### config.mk
export PLATFORM = sky130hd
export DESIGN_NAME = rotator_pipe
export DESIGN_NICKNAME = d
export VERILOG_FILES = /design/src/rtl/rotator_pipe.sv
export SDC_FILE = /design/constraint.sdc
export NUM_CORES = 1
export LEC_CHECK = 0
export BUFFER_PORTS_ARGS = -buffer_cell sky130_fd_sc_hd__buf_4
export CAP_MARGIN = 0
export CORE_ASPECT_RATIO = 0.5
export CORE_MARGIN = 5
export CORE_UTILIZATION = 55
export DETAILED_ROUTE_END_ITERATION = 10
export HOLD_SLACK_MARGIN = 0.03
export PLACE_DENSITY = 0.78
export SLEW_MARGIN = 20
export SYNTH_ARGS = -nofsm -noshare
export SYNTH_HDL_FRONTEND = slang
export SYNTH_SLANG_ARGS = --single-unit
### constraint.sdc
create_clock -name clk -period 2.2 [get_ports clk]
set_input_delay 0.11 -clock clk [delete_from_list [all_inputs] [get_ports clk]]
set_output_delay 0.11 -clock clk [all_outputs]
set_load 0.005 [all_outputs]
### src/rtl/rotator_pipe.sv
// Pipelined barrel rotator/shifter: S = log2(N) stages, each applying a 2^k step.
// Optional out_zero result flag when ROTATOR_PIPE_ZERO_FLAG_EN is defined.

module rotator_stage #(
  parameter int N = 8,
  parameter int K = 0
) (
  input  logic [N-1:0] d,
  input  logic [2:0]   mode,
  input  logic         bit_en,
  output logic [N-1:0] q
);
  localparam int DIST = 1 << K;

  always_comb begin
    q = d;
    if (bit_en) begin
      unique case (mode)
        3'b000:  q = {d[N-1-DIST:0], d[N-1:N-DIST]};
        3'b001:  q = {d[DIST-1:0], d[N-1:DIST]};
        3'b010:  q = {d[N-1-DIST:0], {DIST{1'b0}}};
        3'b011:  q = {{DIST{1'b0}}, d[N-1:DIST]};
        3'b100:  q = {{DIST{d[N-1]}}, d[N-1:DIST]};
        default: q = d;
      endcase
    end
  end
endmodule

module rotator_pipe #(
  parameter int N = 8,
  parameter int S = $clog2(N)
) (
  input  logic         clk,
  input  logic         rstN,
  input  logic         in_valid,
  output logic         in_ready,
  input  logic [N-1:0] in_data,
  input  logic [S-1:0] in_amount,
  input  logic [2:0]   in_mode,
  output logic         out_valid,
  input  logic         out_ready,
`ifdef ROTATOR_PIPE_ZERO_FLAG_EN
  output logic         out_zero,
`endif
  output logic [N-1:0] out_data
);

  // Index 0 is the unregistered input side; 1..S are stage registers.
  logic [S:0]          vld_pipe;
  logic [S:0][N-1:0]   data_pipe;
  // Control is only needed by stages 0..S-1, so it stops one short of data.
  logic [S-1:0][S-1:0] amt_pipe;
  logic [S-1:0][2:0]   mode_pipe;
  logic [S-1:0][N-1:0] stage_res;
  logic                advance;

  assign advance      = !out_valid || out_ready;
  assign in_ready     = advance;
  assign vld_pipe[0]  = in_valid;
  assign data_pipe[0] = in_data;
  assign amt_pipe[0]  = in_amount;
  assign mode_pipe[0] = in_mode;

  genvar k;
  generate
    for (k = 0; k < S; k++) begin : g_stage
      rotator_stage #(.N(N), .K(k)) u_stage (
        .d      (data_pipe[k]),
        .mode   (mode_pipe[k]),
        .bit_en (amt_pipe[k][k]),
        .q      (stage_res[k])
      );

      always_ff @(posedge clk or negedge rstN) begin
        if (!rstN) begin
          vld_pipe[k+1]  <= 1'b0;
          data_pipe[k+1] <= '0;
        end else if (advance) begin
          vld_pipe[k+1]  <= vld_pipe[k];
          data_pipe[k+1] <= stage_res[k];
        end
      end

      if (k < S-1) begin : g_ctl
        always_ff @(posedge clk or negedge rstN) begin
          if (!rstN) begin
            amt_pipe[k+1]  <= '0;
            mode_pipe[k+1] <= '0;
          end else if (advance) begin
            amt_pipe[k+1]  <= amt_pipe[k];
            mode_pipe[k+1] <= mode_pipe[k];
          end
        end
      end
    end
  endgenerate

  assign out_valid = vld_pipe[S];
  assign out_data  = data_pipe[S];

`ifdef ROTATOR_PIPE_ZERO_FLAG_EN
  // Registered beside the last data stage so it never adds a path from in_data.
  always_ff @(posedge clk or negedge rstN) begin
    if (!rstN)        out_zero <= 1'b0;
    else if (advance) out_zero <= vld_pipe[S-1] && (stage_res[S-1] == '0);
  end
`endif

endmodule

==> qor.yml, run 1 <==
outcome: "complete, no violations"
cts_root_buf: "clkbuf_8"
first_global_vias: 1526
setup.worst_path.class: "flop to flop"
synthesis.instances: 203
fp-row-count: 15
htree_levels: 2
setup_tns_ns: 0
clkTransAtPathRegs_ns: 0.07
synth_top_area_share: 0.460
synth.cell_area_mm2: 0.00196
max_freq_ghz: 0.646
io_pins: 28
io_buffers: 27
dr_total_vias: 1658
max-slew-margin-rel: 0.688
grtUsageTotal: 0.190
finalSetupViolCount: 0
design_area_mm2: 0.00222
yosys.area.top_type: "dfrtp_1"
drv_slew: 0
routed_wl_um: 4270
yosys_most_used_dff: "dfrtp_1"
hp-class: "input pin to flop"
fin_cells: 272
crit_arrival_ns: 1.72
finalWorstSetupSlack_ns: 0.651
clock_path_buffers: 2
required_ns: 2.37
grt_max_degree: 37
grt_setup_unrepaired: "false"
place_inst: 262
setup.worst_path.end_class: "flop"
synth.avg_cell_area_um2: 9.65
synth-async-reset-ratio: 1.00
die_h_um: 52.2
synth_edf_count: 0
gp_congestion: 0.928
cts_setup_buffers: 0
powerDensity_mw_per_mm2: 1180
nNetsFinal: 238
chipWidth_um: 94.4
power_leakage_nw: 0.971
coreArea_mm2: 0.00343
via_per_inst: 6.10
tightest_slew_ns: 0.468
ir_drop_v: 0.000445
crit_path_max_fanout: 9
dr.pass1.iters: 4
drtIter0Drc: 100
synth_common_cells: "37 x nand2_1, 36 x dfrtp_1, 17 x o21ai_0"
insertion_delay_ns: 0.28
grt_pass1_wl_um: 7250
synth_area_leaders: "dfrtp_1 46%, nand2_1 7.1%, o21ai_0 4.3%, a221o_1 3.6%, buf_4 3.5%"
antenna_found_initial: 0
dpl_cell_area_mm2: 0.00211
post_drt_wl_per_cell_um: 15.7
r2r_slack_ns: 0.65
final-hold-violation-count: 0
grt_remaining_overflow: 0
ys_seq_area_frac: 0.460
cts_tree: "yes"
worstSetupStartpointType: "flop"
start_util: 0.570
syn2layout_area_growth_pct: 13.5
cts_buffers: 5
drc: 0
pre_cts_slack_ns: 0.680
yosysUniqueCellTypes: 35
drive_gt1_frac: 0.213
timing.final.crit_share: 0.704
cts.sinks: 36
dp_hpwl_um: 2980
yosysMostFrequentCell: "nand2_1"
antenna_cells: 0
die_area_mm2: 0.00493
cap_violations: 0
min_period_ns: 1.55
syn_nets: 221
yosys_warnings: 0
skew_ns: 0.00298
ys_ff_latch: 36
drtAntennaViolNets: 0
## registers in the layout, summed over array words and instances, names as in the netlist
name and flops:
out_data 8, data_pipe 16, vld_pipe 2, mode_pipe 6
amt_pipe 3, out_valid 1
## area by class of cell
| class | count | area (µm²) |
|---|---|---|
| repair buffers | 32 | 245 |
| inverters | 9 | 33.8 |
| fillers | 290 | 1210 |
| well taps | 51 | 63.8 |
| clock buffers | 8 | 90.1 |
| flip-flops and latches | 36 | 901 |
| multi-input cells | 136 | 890 |
## kinds of logic after synthesis
group	synth area share
DFF	0.460
and+or+nand+nor	0.136
AOI/OAI and AO/OA	0.307
muxes	0.0102
buffers and inverters	0.0869
## worst max-delay path, stage by stage (launching register included)
cell and delay, ns:
dfrtp_1 0.52, or4b_4 0.52, a211o_1 0.27, o221a_2 0.12
## stage by stage
step,util,hold WS (ns),power (mW)
detailed placement,0.615,0.0935,2.13
global route,0.647,0.0448,2.81
finish,0.647,0.0414,2.62
global placement,0.615,0.0805,2.11
CTS,0.647,0.0392,2.62
floorplan,-,-0.186,1.90
## what timing repair did
item | CTS | global route
hold buffers | 2 | 0
gates resized for setup | 0 | 0
endpoints found under the hold margin | 37 | 0
## cell usage in the layout, fill, tap and decap left out, types with 2 or more instances in the layout
cell           count
a21boi_0           2
nand2_1           37
a211o_1            4
o22ai_1            6
o21ai_0           17
nor3_1             3
nand2b_1           4
a221oi_1           7
dlygate4sd3_1      2
o32ai_1            2
o221ai_1           4
a211oi_1           4
inv_1              8
a21o_2             3
o221a_2            4
mux2i_1            2
nor2_1             2
a31oi_1            5
a221o_1            7
clkbuf_1           2
nor2b_1            6
a222oi_1           4
clkbuf_8           6
a21oi_1            5
buf_4             30
dfrtp_1           36
## path summary, 6_finish.rpt
kind,cells after the start,start,endpoint
min in group asynchronous,2,rstN,mode_pipe[4]
worst min register to register,2,vld_pipe[2],vld_pipe[2]
max in group asynchronous,2,rstN,data_pipe[21]
worst max register to register,3,mode_pipe[8],out_data[6]
worst min-delay path,3,in_amount[1],amt_pipe[4]
worst max-delay path,3,mode_pipe[8],out_data[6]
## metal layers
layer,routed length (µm),global-route usage
met1,2030,0.268
met2,1920,0.283
met3,288,0.0545
met4,32,0.0600
met5,0,0
## where the power goes
part           leakage (nW)  internal, mW  switching [mW]
logic                 0.501         0.493           0.450
clock network        0.0455         0.255           0.217
registers             0.424         0.918           0.284
Power figures use the tool's default switching activity.
==> run 2: changes to the inputs <==
==> constraint.sdc (replaced) <==
create_clock -name clk -period 1.6 [get_ports clk]
set_input_delay 0.08 -clock clk [delete_from_list [all_inputs] [get_ports clk]]
set_output_delay 0.08 -clock clk [all_outputs]
set_load 0.005 [all_outputs]
==> run 2 against run 1 <==
Non-clock buffer count grew 5. Via count shrank 0.18%. First-iteration DRC count grew 36%. Register-to-register slack lost 0.56 ns. Global-route usage grew 0.55 points. Combinational power grew 48%.
==> qor.yml, run 2 (synthesis gave the netlist of run 1 again) <==
outcome: "complete, no violations"
use_met1: 0.255
via_per_inst: 6.00
largest_reg_flops: 16
grt_remaining_overflow: 0
dp_hpwl_um: 3000
busiest_layer: "met2"
htree_levels: 2
cap_violations: 0
io_buffers: 27
total_power_mw: 3.61
grt.met3_usage: 0.0488
grt_pass1_wl_um: 7410
gp_congestion: 0.874
timing.final.crit_share: 0.943
most-common-layout-cells: "36 x nand2_1, 36 x dfrtp_1, 31 x buf_4"
drc: 0
syn2layout_area_growth_pct: 16.5
fp-row-count: 15
final-hold-violation-count: 0
clock_path_buffers: 2
cts.sinks: 36
clkTransAtPathRegs_ns: 0.07
critPathMaxStageDelay_ns: 0.38
drtIter0Drc: 136
io_pins: 28
crit_path_max_fanout: 35
chipWidth_um: 94.4
drtAntennaViolNets: 0
hp-class: "input pin to flop"
coreArea_mm2: 0.00343
crit_chain: "nor2b_2 > buf_12 > inv_2 > buf_12 > nand2_1 > o221a_2"
ir_drop_v: 0.000486
worstSetupStartpointType: "flop"
drive_gt1_frac: 0.227
cts_buffers: 5
post_drt_wl_per_cell_um: 15.7
max_freq_ghz: 0.662
power_leakage_nw: 0.999
finalSetupViolCount: 0
grtUsageTotal: 0.196
die_h_um: 52.2
crit_family: "buffers and inverters"
antenna_found_initial: 0
first_global_vias: 1578
min_period_ns: 1.51
cpMostUsedCell: "buf_12"
crit_arrival_ns: 1.68
cts_tree: "yes"
setup.worst_path.end_class: "flop"
start_util: 0.570
grt_util_met2: 0.315
required_ns: 1.77
grt_setup_unrepaired: "false"
nNetsFinal: 243
tightest_slew_ns: 0.439
setup_tns_ns: 0
drv_slew: 0
grt_max_degree: 37
antenna_cells: 0
powerDensity_mw_per_mm2: 1580
setup.worst_path.class: "flop to flop"
cts_root_buf: "clkbuf_8"
critPathBufInv: 3
max-slew-margin-rel: 0.708
top_register: "data_pipe"
cp_slowest_cell: "dfrtp_1"
dr.pass1.iters: 5
dr_total_vias: 1655
routed_wl_um: 4330
skew_ns: 0.00313
die_area_mm2: 0.00493
insertion_delay_ns: 0.28
-- run 2: cell types whose count changed in the layout (fill, tap and decap cells not counted) --
cell           previous run  this run
dlygate4sd3_1             2         4
nand2_2                   0         1
clkbuf_8                  6         5
buf_12                    0         2
clkinv_2                  0         1
nand2_1                  37        36
clkbuf_1                  2         1
buf_4                    30        31
-- run 2: path summary, 6_finish.rpt --
kind | startpoint | endpoint | slack, ns | cells after the start
setup / recovery | out_valid | out_data[4] | 0.09 | 6
hold / removal | in_mode[1] | mode_pipe[4] | 0.04 | 3
setup reg to reg | out_valid | out_data[4] | 0.09 | 6
hold reg to reg | vld_pipe[1] | vld_pipe[1] | 0.47 | 2
max in group asynchronous | rstN | data_pipe[12] | 1.00 | 2
min in group asynchronous | rstN | data_pipe[8] | 0.29 | 2
-- run 2: repair_timing --
item,CTS,global route
endpoints found under the hold margin,39,0
setup buffers,0,0
setup endpoints to repair,0,6
gates resized for setup,0,1
hold buffers,4,0
-- run 2: tightest hold or removal path, cell delays in order --
cell and delay [ns]:
buf_4 0.11, nand2_1 0.05, nand2_1 0.06
-- run 2: final cells by class --
class                   instances  area (µm²)
multi-input cells             136         892
repair buffers                 37         313
well taps                      51        63.8
inverters                       9        33.8
flip-flops and latches         36         901
clock inverters                 1        5.00
fillers                       279        1150
clock buffers                   6        72.6
-- run 2: metrics by stage --
stage / utilization / hold WS, ns / std cells / worst slack (ns) / instance area (µm²)
2_1_floorplan: - / -0.216 / 203 / 0.186 / 1960
3_3_place_gp: 0.629 / 0.0495 / 265 / 0.137 / 2160
3_5_place_dp: 0.629 / 0.0566 / 265 / 0.121 / 2160
4_1_cts: 0.663 / 0.0346 / 276 / 0.103 / 2280
5_1_grt: 0.664 / 0.0377 / 276 / 0.00978 / 2280
6_report: 0.664 / 0.0441 / 276 / 0.0905 / 2280
-- run 2: power by group --
group	leakage, nW	switching (mW)	internal, mW
logic	0.534	0.662	0.740
clock network	0.0410	0.297	0.296
registers	0.424	0.353	1.26
total	0.999	1.31	2.30
-- run 2: routing by layer --
layer	routed length (µm)	vias to the layer above	part of all wire
met5	0	-	0
met4	32	0	0.0074
met3	248	4	0.057
met2	1980	49	0.46
met1	2070	799	0.48
li1	-	803	-
==> run 3: changes to the inputs <==
--- a/config.mk
+++ b/config.mk
@@ -10,9 +10,11 @@
 export CORE_ASPECT_RATIO = 0.5
 export CORE_MARGIN = 5
 export CORE_UTILIZATION = 55
+export CTS_BUF_LIST = sky130_fd_sc_hd__clkbuf_4 sky130_fd_sc_hd__clkbuf_8
 export DETAILED_ROUTE_END_ITERATION = 10
 export HOLD_SLACK_MARGIN = 0.03
 export PLACE_DENSITY = 0.78
+export RECOVER_POWER = 100
 export SLEW_MARGIN = 20
 export SYNTH_ARGS = -nofsm -noshare
 export SYNTH_HDL_FRONTEND = slang
==> run 3 against run 2 <==
Utilization fell by 0.18 points. Combinational power barely moved. Non-clock buffer count did not move. Critical path depth did not move.
==> qor.yml, run 3 (synthesis gave the netlist of run 1 again) <==
required_ns: 1.77
clock_path_buffers: 2
cpMostUsedCell: "buf_12"
cp_slowest_cell: "dfrtp_1"
grt_remaining_overflow: 0
power_leakage_nw: 0.993
crit_chain: "nor2b_2 > buf_12 > inv_2 > buf_12 > nand2_1 > o221a_2"
hp-class: "input pin to flop"
ir_drop_v: 0.000481
worstSetupStartpointType: "flop"
cts.sinks: 36
cts_tree: "yes"
via_per_inst: 6.06
antenna_found_initial: 0
top_layer: "met4"
chipWidth_um: 94.4
dpl_cell_area_mm2: 0.00216
most-common-layout-cells: "36 x nand2_1, 36 x dfrtp_1, 18 x buf_4"
drv_slew: 0
tightest_slew_ns: 0.850
fin_cells: 276
critPathMaxStageDelay_ns: 0.38
grtUsageTotal: 0.196
cap_violations: 0
whs_ns: 0.0420
gp_congestion: 0.874
die_area_mm2: 0.00493
total_power_mw: 3.61
drive_gt1_frac: 0.222
clkTransAtPathRegs_ns: 0.07
finalSetupViolCount: 0
start_util: 0.570
skew_ns: 0.00298
io_buffers: 27
place_inst: 265
outcome: "complete, no violations"
nNetsFinal: 243
wl_met3_um: 242
design_area_mm2: 0.00227
drtAntennaViolNets: 0
post_drt_wl_per_cell_um: 15.6
routed_wl_um: 4310
dr.pass1.iters: 5
powerDensity_mw_per_mm2: 1590
crit_family: "buffers and inverters"
timing.final.crit_share: 0.943
syn2layout_area_growth_pct: 16.2
setup.worst_path.end_class: "flop"
largest_reg_flops: 16
htree_levels: 2
grt_setup_unrepaired: "false"
setup.worst_path.class: "flop to flop"
dp_hpwl_um: 3000
dr_total_vias: 1672
die_h_um: 52.2
final-hold-violation-count: 0
first_global_vias: 1578
crit_arrival_ns: 1.68
max_freq_ghz: 0.663
io_pins: 28
fp-row-count: 15
drc: 0
insertion_delay_ns: 0.28
max-slew-margin-rel: 0.433
met2WireLength_um: 2000
coreArea_mm2: 0.00343
antenna_cells: 0
critPathBufInv: 3
grt_pass1_wl_um: 7410
min_period_ns: 1.51
top_register: "data_pipe"
fillerInstances: 284
cts_root_buf: "clkbuf_8"
crit_path_max_fanout: 35
cts_buffers: 5
drtIter0Drc: 123
drt-met1-wl_um: 2040
grt_max_degree: 37
setup_tns_ns: 0
[run 3: cell types whose count changed in the layout (fill, tap and decap cells not counted)]
cell	change
clkbuf_4	+11
clkbuf_1	+1
clkbuf_2	+1
buf_4	-13
[run 3: worst register-to-register path, delay by kind of cell (launching register included)]
| family | cells | cell delay [ns] |
|---|---|---|
| compound gates | 1 | 0.25 |
| simple gates | 2 | 0.27 |
| flops | 1 | 0.38 |
| buf+inv | 3 | 0.49 |
[run 3: layout make-up]
cell class | count | area (µm²) | share of cell area
sequential | 36 | 901 | 0.396
multi-input combinational | 136 | 892 | 0.392
timing repair buffer | 37 | 303 | 0.133
clock buffer | 6 | 76.3 | 0.0336
tap | 51 | 63.8 | 0.0281
inverter | 9 | 33.8 | 0.0149
clock inverter | 1 | 5.00 | 0.00220
[run 3: path summary, 6_finish.rpt]
check,start,endpoint,slack (ns),depth (start not counted)
worst max register to register,out_valid,out_data[4],0.09,6
worst max-delay path,out_valid,out_data[4],0.09,6
worst min-delay path,in_mode[1],mode_pipe[4],0.04,3
max in group asynchronous,rstN,data_pipe[9],0.63,2
worst min register to register,vld_pipe[1],vld_pipe[1],0.47,2
min in group asynchronous,rstN,data_pipe[8],0.44,2
[run 3: per-layer routing]
layer | track usage | up-vias
met2 | 0.315 | 55
met4 | 0.0815 | 0
met1 | 0.255 | 809
li1 | - | 804
met5 | 0 | -
met3 | 0.0488 | 4
[run 3: timing repair]
action,4_1_cts,5_1_grt
setup endpoints to repair,0,6
setup buffers,0,0
hold endpoints to repair,39,0
resized for setup,0,1
hold buffers,4,0
[run 3: report_power, final]
part	internal (mW)	total, mW	leakage (nW)	switching [mW]
logic	0.719	1.38	0.524	0.664
registers	1.26	1.61	0.424	0.349
clock network	0.313	0.611	0.0445	0.298
total	2.29	3.61	0.993	1.31
[run 3: metrics by stage]
step / util / setup slack, ns
6_report: 0.662 / 0.0910
5_1_grt: 0.662 / 0.0130
4_1_cts: 0.664 / 0.103
3_5_place_dp: 0.629 / 0.121
3_3_place_gp: 0.629 / 0.137
2_1_floorplan: - / 0.186
